<file path="src/rtl/booth_seq_multiplier_pkg.sv">
// Shared multdiv definitions: radix-4 Booth digit codes, sequencer states
// and the triplet-to-digit decoder used by every Booth partial-product path.
package booth_seq_multiplier_pkg;

  localparam int TRIPLET_W = 3;

  typedef enum logic [2:0] {
    BOOTH_ZERO = 3'd0,
    BOOTH_POS1 = 3'd1,
    BOOTH_POS2 = 3'd2,
    BOOTH_NEG1 = 3'd3,
    BOOTH_NEG2 = 3'd4
  } booth_digit_e;

  typedef enum logic [1:0] {
    ST_IDLE = 2'd0,
    ST_RUN  = 2'd1,
    ST_DONE = 2'd2
  } state_e;

  // Bit 0 of the triplet is the previous digit's top bit (or the implicit 0).
  function automatic booth_digit_e booth_decode(input logic [TRIPLET_W-1:0] triplet);
    booth_digit_e digit;
    case (triplet)
      3'b001, 3'b010: digit = BOOTH_POS1;
      3'b011:         digit = BOOTH_POS2;
      3'b100:         digit = BOOTH_NEG2;
      3'b101, 3'b110: digit = BOOTH_NEG1;
      default:        digit = BOOTH_ZERO;
    endcase
    return digit;
  endfunction

endpackage

</file>
<file path="src/rtl/booth_pp_select.sv">
// Combinational radix-4 Booth partial-product selector: one multiplier
// triplet and a (WIDTH+2)-bit extended multiplicand give pp in {0,+-M,+-2M}.
module booth_pp_select
  import booth_seq_multiplier_pkg::*;
#(
  parameter int WIDTH = 32
) (
  input  logic [TRIPLET_W-1:0] triplet,
  input  logic [WIDTH+1:0]     multiplicand,
  output logic [WIDTH+1:0]     pp
);

  booth_digit_e     digit;
  logic [WIDTH+1:0] mcand_x2;

  // The two guard bits of the extended multiplicand make 2M fit without loss.
  assign mcand_x2 = {multiplicand[WIDTH:0], 1'b0};

  always_comb begin
    digit = booth_decode(triplet);
    pp    = '0;
    case (digit)
      BOOTH_POS1: pp = multiplicand;
      BOOTH_POS2: pp = mcand_x2;
      BOOTH_NEG1: pp = -multiplicand;
      BOOTH_NEG2: pp = -mcand_x2;
      default:    pp = '0;
    endcase
  end

endmodule

</file>
<file path="src/rtl/booth_seq_multiplier.sv">
// Multi-cycle radix-4 Booth multiplier: one digit per clock into a shifting
// accumulator, start/ready/valid handshake, signed or unsigned operands.
module booth_seq_multiplier
  import booth_seq_multiplier_pkg::*;
#(
  parameter int WIDTH = 32,
  parameter int STEPS = WIDTH / 2 + 1
) (
  input  logic                 clock,
  input  logic                 reset,
  input  logic                 start,
  input  logic                 is_signed,
  input  logic [WIDTH-1:0]     operand_a,
  input  logic [WIDTH-1:0]     operand_b,
  output logic                 in_ready,
  output logic                 busy,
  output logic                 result_valid,
  output logic [2*WIDTH-1:0]   product,
  output logic                 overflow
);

  localparam int MW = WIDTH + 3;
  localparam int AW = 2 * WIDTH + 4;
  localparam int CW = $clog2(STEPS);
  localparam logic [CW-1:0] LAST_STEP = CW'(STEPS - 1);

  state_e             state_reg, state_next;
  logic [CW-1:0]      count_reg, count_next;
  logic [AW-1:0]      acc_reg, acc_next;
  logic [MW-1:0]      mplier_reg, mplier_next;
  logic [WIDTH+1:0]   mcand_reg, mcand_next;
  logic               signed_reg, signed_next;
  logic [2*WIDTH-1:0] product_reg, product_next;
  logic               overflow_reg, overflow_next;

  logic [WIDTH+1:0]   pp;
  logic [WIDTH+1:0]   acc_hi_sum;
  logic [AW-1:0]      acc_step;
  logic [2*WIDTH-1:0] final_product;
  logic [WIDTH:0]     signed_top;
  logic               final_overflow;
  logic               accept;
  logic               ext_a;
  logic               ext_b;

  booth_pp_select #(
    .WIDTH(WIDTH)
  ) u_pp_select (
    .triplet      (mplier_reg[2:0]),
    .multiplicand (mcand_reg),
    .pp           (pp)
  );

  // Partial products land in the top WIDTH+2 bits; after STEPS shifts of two
  // the accumulator holds the exact product in its low 2*WIDTH bits.
  assign acc_hi_sum = acc_reg[AW-1:WIDTH+2] + pp;
  assign acc_step   = $signed({acc_hi_sum, acc_reg[WIDTH+1:0]}) >>> 2;

  assign final_product  = acc_step[2*WIDTH-1:0];
  assign signed_top     = final_product[2*WIDTH-1:WIDTH-1];
  assign final_overflow = signed_reg ? !((&signed_top) || !(|signed_top))
                                     : (|final_product[2*WIDTH-1:WIDTH]);

  assign accept = start && ((state_reg == ST_IDLE) || (state_reg == ST_DONE));
  assign ext_a  = is_signed & operand_a[WIDTH-1];
  assign ext_b  = is_signed & operand_b[WIDTH-1];

  always_comb begin
    state_next    = state_reg;
    count_next    = count_reg;
    acc_next      = acc_reg;
    mplier_next   = mplier_reg;
    mcand_next    = mcand_reg;
    signed_next   = signed_reg;
    product_next  = product_reg;
    overflow_next = overflow_reg;

    case (state_reg)
      ST_IDLE: begin
        if (start) state_next = ST_RUN;
      end
      ST_RUN: begin
        acc_next    = acc_step;
        mplier_next = mplier_reg >> 2;
        count_next  = count_reg + CW'(1);
        if (count_reg == LAST_STEP) begin
          state_next    = ST_DONE;
          count_next    = '0;
          product_next  = final_product;
          overflow_next = final_overflow;
        end
      end
      ST_DONE: begin
        state_next = start ? ST_RUN : ST_IDLE;
      end
      default: state_next = ST_IDLE;
    endcase

    // Operands are captured once; later input changes cannot disturb the run.
    if (accept) begin
      count_next  = '0;
      acc_next    = '0;
      mplier_next = {ext_b, ext_b, operand_b, 1'b0};
      mcand_next  = {ext_a, ext_a, operand_a};
      signed_next = is_signed;
    end
  end

  always_ff @(posedge clock) begin
    if (reset) begin
      state_reg    <= ST_IDLE;
      count_reg    <= '0;
      acc_reg      <= '0;
      mplier_reg   <= '0;
      mcand_reg    <= '0;
      signed_reg   <= 1'b0;
      product_reg  <= '0;
      overflow_reg <= 1'b0;
    end else begin
      state_reg    <= state_next;
      count_reg    <= count_next;
      acc_reg      <= acc_next;
      mplier_reg   <= mplier_next;
      mcand_reg    <= mcand_next;
      signed_reg   <= signed_next;
      product_reg  <= product_next;
      overflow_reg <= overflow_next;
    end
  end

  assign in_ready     = (state_reg == ST_IDLE) || (state_reg == ST_DONE);
  assign busy         = (state_reg == ST_RUN);
  assign result_valid = (state_reg == ST_DONE);
  assign product      = product_reg;
  assign overflow     = overflow_reg;

endmodule

</file>
<file path="config.mk">
export PLATFORM = sky130hd
export DESIGN_NAME = booth_seq_multiplier
export DESIGN_NICKNAME = d
export VERILOG_FILES = /design/src/rtl/booth_seq_multiplier_pkg.sv /design/src/rtl/booth_pp_select.sv /design/src/rtl/booth_seq_multiplier.sv
export SDC_FILE = /design/constraint.sdc
export NUM_CORES = 1
export LEC_CHECK = 0
export BUFFER_PORTS_ARGS = -buffer_cell sky130_fd_sc_hd__buf_2
export CAP_MARGIN = 0
export CORE_UTILIZATION = 35
export CTS_BUF_LIST = sky130_fd_sc_hd__clkbuf_2
export DETAILED_ROUTE_END_ITERATION = 8
export HOLD_SLACK_MARGIN = 0.02
export PLACE_DENSITY_LB_ADDON = 0.1
export SKIP_CTS_REPAIR_TIMING = 1
export SLEW_MARGIN = 20
export SYNTH_ARGS = -nofsm -noshare
export SYNTH_HDL_FRONTEND = slang
export SYNTH_HIERARCHICAL = 1
export SYNTH_SLANG_ARGS = --single-unit
export TNS_END_PERCENT = 50
</file>
<file path="constraint.sdc">
create_clock -name clock -period 8.61 [get_ports clock]
set_input_delay 0.861 -clock clock [delete_from_list [all_inputs] [get_ports clock]]
set_output_delay 0.861 -clock clock [all_outputs]
set_load 0.005 [all_outputs]
</file>
### Word level (Yosys, flattened, before mapping)

Index checks and enable logic that the tools add are counted.

| word-level totals | value |
|---|---|
| register bits | 207 |
| bits of input ports | 68 |

| cells by class | value |
|---|---|
| add/sub/neg operators | 4 |
| equality and inequality tests | 15 |
| mux-type cells | 10 |
| bitwise operators | 2 |
| reduce and logical (&&, ||, !) cells | 15 |

Operators by type and width:

| operator | number |
|---|---|
| $pmux 34 s4 | 1 |
| $mux 35 | 2 |
| $neg 34->34 | 2 |
| $add 34x34->34 | 1 |
| $reduce_and 33->1 | 1 |
| $reduce_or 33->1 | 1 |
| $reduce_or 32->1 | 1 |
| $eq 3x2->1 const B | 4 |
| $eq 3x3->1 const B | 4 |
| $pmux 3 s4 | 1 |
| $eq 3x1->1 const B | 2 |
| $pmux 2 s3 | 1 |
| $reduce_or 2->1 | 3 |
| $add 5x1->5 const B | 1 |
| $eq 5x5->1 const B | 1 |
| $mux 5 | 1 |
| $mux 2 | 2 |
| $reduce_and 2->1 | 2 |
| $and 1x1->1 | 2 |
| $eq 2x1->1 const B | 1 |
| $eq 2x2->1 const B | 1 |
| $logic_not 1->1 | 2 |
| $logic_not 2->1 | 1 |
| $logic_or 1x1->1 | 2 |
| other kinds (5) | 6 |

### Longest topological paths before layout

| logic depth | value |
|---|---|
| word-level depth | 11 |
| mapped depth | 20 |

### Hierarchy

Netlist, hierarchy kept.

Modules (own cells, without submodules):

| module | times used | cells each | area an instance (um2) | sequential area each (um2) |
|---|---|---|---|---|
| booth_seq_multiplier | 1 | 1,231 | 9,459.1 | 4,083.9 |
| booth_pp_select | 1 | 321 | 2,079.5 | 0.0 |

### Worst setup path before layout

Ideal clock, no wire load.

| path | value |
|---|---|
| kind | flip-flop to flip-flop |
| from | reg mcand_reg[2] |
| to | reg overflow_reg (netlist: overflow) |
| data arrival time | 4,384 ps |
| path slack | 4,095 ps |
| cell stages (with the launch flop) | 21 |
| clock period less this slack | 4,515 ps |
| cell sequence | dfxtp_1 > buf_6 > or4_4 > or3_1 > buf_6 > buf_6 > nor4_1 > a21oi_1 > o221ai_1 > ha_1 > clkbuf_1 > nand4_1 > nor3_1 > a221oi_1 > o31ai_1 > o211a_1 > o21a_1 > or3_1 > and2_1 > o32ai_2 > nor3_1 |

| between the ends | value |
|---|---|
| cells in the longest elaborated chain, start to end | 8 |
| elaborated cells between the ends (all ways) | 11 |
| those cells by class | add/sub (3); mux (2); reduce/logical (6) |

RTL lines:

| what | line | source |
|---|---|---|
| start: declaration | booth_seq_multiplier.sv:31 | `logic [WIDTH+1:0] mcand_reg, mcand_next;` |
| start signal: assignment | booth_seq_multiplier.sv:124 | `mcand_reg <= mcand_next;` |
| $neg 34->34, on equally long branches | booth_pp_select.sv:26, booth_pp_select.sv:25 |  |
| $pmux 34 s4 (*) | booth_pp_select.sv:22 | `case (digit)` |
| via pp[18] | booth_seq_multiplier.sv:36 | `logic [WIDTH+1:0] pp;` |
| $add 34x34->34 (*) | booth_seq_multiplier.sv:56 | `assign acc_hi_sum = acc_reg[AW-1:WIDTH+2] + pp;` |
| $reduce_or 33->1 | booth_seq_multiplier.sv:61 | `assign final_overflow = signed_reg ? !((&signed_top) \|\| !(\|signed_top))` |
| $logic_not 1->1 | booth_seq_multiplier.sv:61 |  |
| $logic_or 1x1->1 | booth_seq_multiplier.sv:61 |  |
| $logic_not 1->1 | booth_seq_multiplier.sv:61 |  |
| $mux 1 (*) | booth_seq_multiplier.sv:61 |  |
| end signal: assignment | booth_seq_multiplier.sv:127 | `overflow_reg <= overflow_next;` |
| end: declaration | booth_seq_multiplier.sv:34 | `logic overflow_reg, overflow_next;` |

Mark *: on every way through the listed nets, which the timed path passes. The rest lies on a longest branch.
A chain may end at the register's enable or synchronous reset.

### Worst setup path after layout

Ends and elaborated chain as after synthesis.

==> metrics.txt <==
# TYPE chip_impl_metric gauge
chip_impl_info{name="run_status",value="completed"} 1
chip_impl_metric{name="syn_avg_cell_area",unit="um2"} 7.43
chip_impl_info{name="critPathKind",value="flop to flop"} 1
chip_impl_metric{name="pin_count_of_the_biggest_net_entering_global_routing",unit=""} 85
chip_impl_info{name="worst_path_cell_chain",value="or4_4, or3_1, nor4_4, xnor2_1, a221o_1, ha_1, nand2_1, o21ai_1, a211oi_1, o31ai_1, nor2_1, a311oi_1, and3_1, nand4_1, o32ai_2, nor3_1"} 1
chip_impl_metric{name="setup_viol_count_final",unit=""} 0
chip_impl_metric{name="floorplan.initialDensity",unit="%"} 35.6
chip_impl_metric{name="critical_path_fanout_max",unit=""} 17
chip_impl_metric{name="power_per_cell_area",unit="nW/um2"} 163
chip_impl_metric{name="post_synth_instance_area",unit="um2"} 11500
chip_impl_metric{name="overall_die_height",unit="um"} 184
chip_impl_metric{name="post-route-min-period",unit="ps"} 5550
chip_impl_metric{name="drtPass1Iterations",unit=""} 5
chip_impl_metric{name="postSynthCellCount",unit=""} 1552
chip_impl_metric{name="synth_seq_area_share",unit="%"} 35.4
chip_impl_info{name="dominantRegCellSynth",value="dfxtp_1"} 1
chip_impl_info{name="grt_setup_unrepaired",value="no"} 1
chip_impl_metric{name="insertion_delay",unit="ps"} 920
chip_impl_metric{name="fin_crit_sh",unit="%"} 64.4
chip_impl_metric{name="final_hold_viol_count",unit=""} 0
chip_impl_metric{name="postSynthNetCount",unit=""} 1657
chip_impl_metric{name="global_route_wire_length_before_repair",unit="mm"} 56.8
chip_impl_metric{name="timing.critical_path.slowest_cell_delay",unit="ps"} 750
chip_impl_metric{name="critPathArrivalTime",unit="ps"} 6300
chip_impl_metric{name="switching_share",unit="%"} 35.1
chip_impl_metric{name="clock_tree_buffer_depth",unit=""} 3
chip_impl_metric{name="multi_input_comb_area",unit="um2"} 6930
chip_impl_metric{name="p_comb_share",unit="%"} 19.9
chip_impl_metric{name="asyncSetResetFlopFracSynth",unit="%"} 0
chip_impl_metric{name="antenna_left",unit=""} 0
chip_impl_metric{name="layout.filler_cells",unit=""} 3532
chip_impl_metric{name="place.gp.congestion",unit=""} 0.919
chip_impl_metric{name="totalNegativeSetupSlack",unit="ps"} 0
chip_impl_metric{name="pwr-share-seq",unit="%"} 47.8
chip_impl_metric{name="crit_required",unit="ps"} 9360
chip_impl_metric{name="register_area",unit="um2"} 4080
chip_impl_metric{name="drc",unit=""} 0
chip_impl_info{name="start_kind",value="flop"} 1
chip_impl_metric{name="clk_transition_reported_paths",unit="ps"} 90
chip_impl_metric{name="netSwitchingPower",unit="mW"} 0.738
chip_impl_info{name="min-delay-path-class",value="input port to flop"} 1
chip_impl_info{name="root_buffer_selected_by_cts",value="clkbuf_2"} 1
chip_impl_metric{name="numPortBuffers",unit=""} 135
chip_impl_metric{name="fp.dieArea",unit="um2"} 33700
chip_impl_metric{name="maxCapViolCount",unit=""} 0
chip_impl_metric{name="leakage",unit="nW"} 4.94
chip_impl_metric{name="routedWlPerCell",unit="um"} 17.0
chip_impl_metric{name="routed_wirelength",unit="mm"} 36.2
chip_impl_metric{name="die_w",unit="um"} 184
chip_impl_info{name="cts_tree",value="yes"} 1
chip_impl_metric{name="flow.area_growth_from_synthesis",unit="%"} 11.9
chip_impl_metric{name="layout_setup_ws",unit="ps"} 3060
chip_impl_metric{name="core_region_area",unit="um2"} 32500
chip_impl_metric{name="floorplan.io_pins",unit=""} 136
chip_impl_metric{name="synth_seq_cells",unit=""} 204
chip_impl_metric{name="vias_in_the_first_global_route",unit=""} 10500
chip_impl_metric{name="finClkSkew",unit="ps"} 59.7
chip_impl_metric{name="internal_power",unit="mW"} 1.36
chip_impl_info{name="master_of_the_slowest_instance_on_the_critical_path",value="or3_1"} 1
chip_impl_metric{name="globalRoute.totalOverflow",unit=""} 0
chip_impl_metric{name="fmax",unit="GHz"} 0.180
chip_impl_metric{name="yosysUniqueCellTypes",unit=""} 86
chip_impl_metric{name="final_layout_size_suffix_gt1_share",unit="%"} 16.4
chip_impl_metric{name="synth-edff-count",unit=""} 0
chip_impl_metric{name="timing_max_transition_violations_final",unit=""} 0
chip_impl_metric{name="grt_antenna_before_repair",unit=""} 3
chip_impl_metric{name="tritoncts_num_sinks",unit=""} 204
chip_impl_metric{name="half_perimeter_wire_length_after_detailed_placement",unit="mm"} 24.9
chip_impl_metric{name="slew-limit-headroom",unit="%"} 34.0
chip_impl_metric{name="final_util",unit="%"} 39.8
chip_impl_metric{name="first_iter_violations",unit=""} 842
chip_impl_metric{name="routed-via-count",unit=""} 11400
chip_impl_metric{name="synthesis.yosys.warnings",unit=""} 6
chip_impl_metric{name="nets",unit=""} 1747
chip_impl_metric{name="worst_ir_drop_vdd",unit="uV"} 103
chip_impl_metric{name="numCtsBuffers",unit=""} 55
chip_impl_metric{name="power.clock.fraction",unit="%"} 32.3
chip_impl_info{name="worst_setup_path_end_kind",value="flop"} 1
chip_impl_metric{name="post_drt_via_cell_ratio",unit=""} 5.37
chip_impl_metric{name="cts_h_tree_depth",unit=""} 2
chip_impl_metric{name="worst_slew_pin_slew",unit="ps"} 990
chip_impl_metric{name="dpl_worst_slack",unit="ps"} 3180
chip_impl_metric{name="global_router_s_overall_resource_usage",unit="%"} 21.0
chip_impl_metric{name="core.rowCount",unit=""} 66
cell usage in the layout (no fill, tap or decap), drive strengths merged, types with 33 or more instances in the layout:
cell,synthesis,layout
buf,15,149
dfxtp,204,204
xor2,33,33
a22oi,41,41
nand2,400,400
ha,36,36
clkbuf,101,82
o21ai,49,49
nor3,36,36
nor2,82,82
a21oi,224,224
Yosys cell counts, types with 10 or more instances:
| master | count | area, um2 |
|---|---|---|
| xnor2_1 | 26 | 228 |
| nand3_1 | 17 | 85.1 |
| dfxtp_1 | 204 | 4080 |
| clkbuf_1 | 101 | 379 |
| nand4_1 | 19 | 119 |
| a21oi_1 | 224 | 1120 |
| nor2_1 | 81 | 304 |
| a22oi_1 | 41 | 308 |
| mux2i_1 | 10 | 100 |
| a211oi_1 | 18 | 135 |
| ha_1 | 36 | 450 |
| xor2_1 | 33 | 289 |
| buf_1 | 10 | 37.5 |
| nor3_1 | 35 | 175 |
| nand2_1 | 400 | 1500 |
| o221ai_1 | 11 | 96.3 |
| or3_1 | 15 | 93.8 |
| o21ai_0 | 45 | 225 |
| inv_1 | 20 | 75.1 |
| nor4_1 | 16 | 100 |
| o211ai_1 | 18 | 135 |
area by class of cell:
class / count / area share (%)
clock inverters: 12 / 0.465
well taps: 442 / 4.28
inverters: 21 / 0.620
clock buffers: 82 / 3.18
multi-input cells: 1211 / 53.7
diodes: 2 / 0.0388
repair buffers: 149 / 6.07
flip-flops and latches: 204 / 31.6
routing by layer:
| metal | vias to the layer above | part of all wire (%) | GRT usage, % |
|---|---|---|---|
| met3 | 64 | 6.5 | 4.00 |
| met4 | 4 | 2.0 | 6.87 |
| li1 | 5710 | - | - |
| met5 | - | 0.075 | 0 |
| met2 | 368 | 42 | 31.2 |
| met1 | 5260 | 49 | 30.2 |
power groups by stage:
stage               logic, mW  registers [mW]  clock network, mW
global placement        0.414            1.03                  0
detailed placement      0.413            1.03                  0
CTS                     0.415            1.00              0.717
global route            0.457            1.01              0.763
floorplan               0.311            1.01                  0
finish                  0.418            1.00              0.678
logic make-up after synthesis:
kind of cell,synth area share (%)
adders and majority gates,4.08
AOI/OAI and AO/OA,25.3
xor gates and xnor gates,4.48
DFF,35.4
buffers and inverters,4.67
muxes,0.965
and+or+nand+nor,25.2
per-stage QoR:
stage                     cell area [um2]  total power [mW]  hold slack (ps)  instances
after floorplan                     11500              1.32              432       1552
after global routing                12900              2.23              108       2122
after global placement              12400              1.44              441       2027
after CTS                           12900              2.14             85.6       2121
after detailed placement            12400              1.44              443       2027
final                               12900              2.10              171       2123
path summary, 6_finish.rpt:
kind | start | cells after the start | slack [ps] | endpoint
setup / recovery | mcand_reg[2]$_SDFFE_PP0P_ | 16 | 3060 | overflow$_SDFFE_PP0P_
hold / removal | operand_a[29] | 3 | 170 | mcand_reg[29]$_SDFFE_PP0P_
setup reg to reg | mcand_reg[2]$_SDFFE_PP0P_ | 16 | 3060 | overflow$_SDFFE_PP0P_
hold reg to reg | acc_reg[4]$_SDFFE_PP0P_ | 2 | 450 | acc_reg[2]$_SDFFE_PP0P_
worst max-delay path: cells and delay by family (launching register included):
kind | cells | cell delay [ps]
and+or+nand+nor | 8 | 2340
AOI/OAI and AO/OA | 6 | 2080
DFF | 1 | 410
adders and majority gates | 1 | 410
xor gates and xnor gates | 1 | 100
Note: power is estimated with default switching activity, not from simulation.
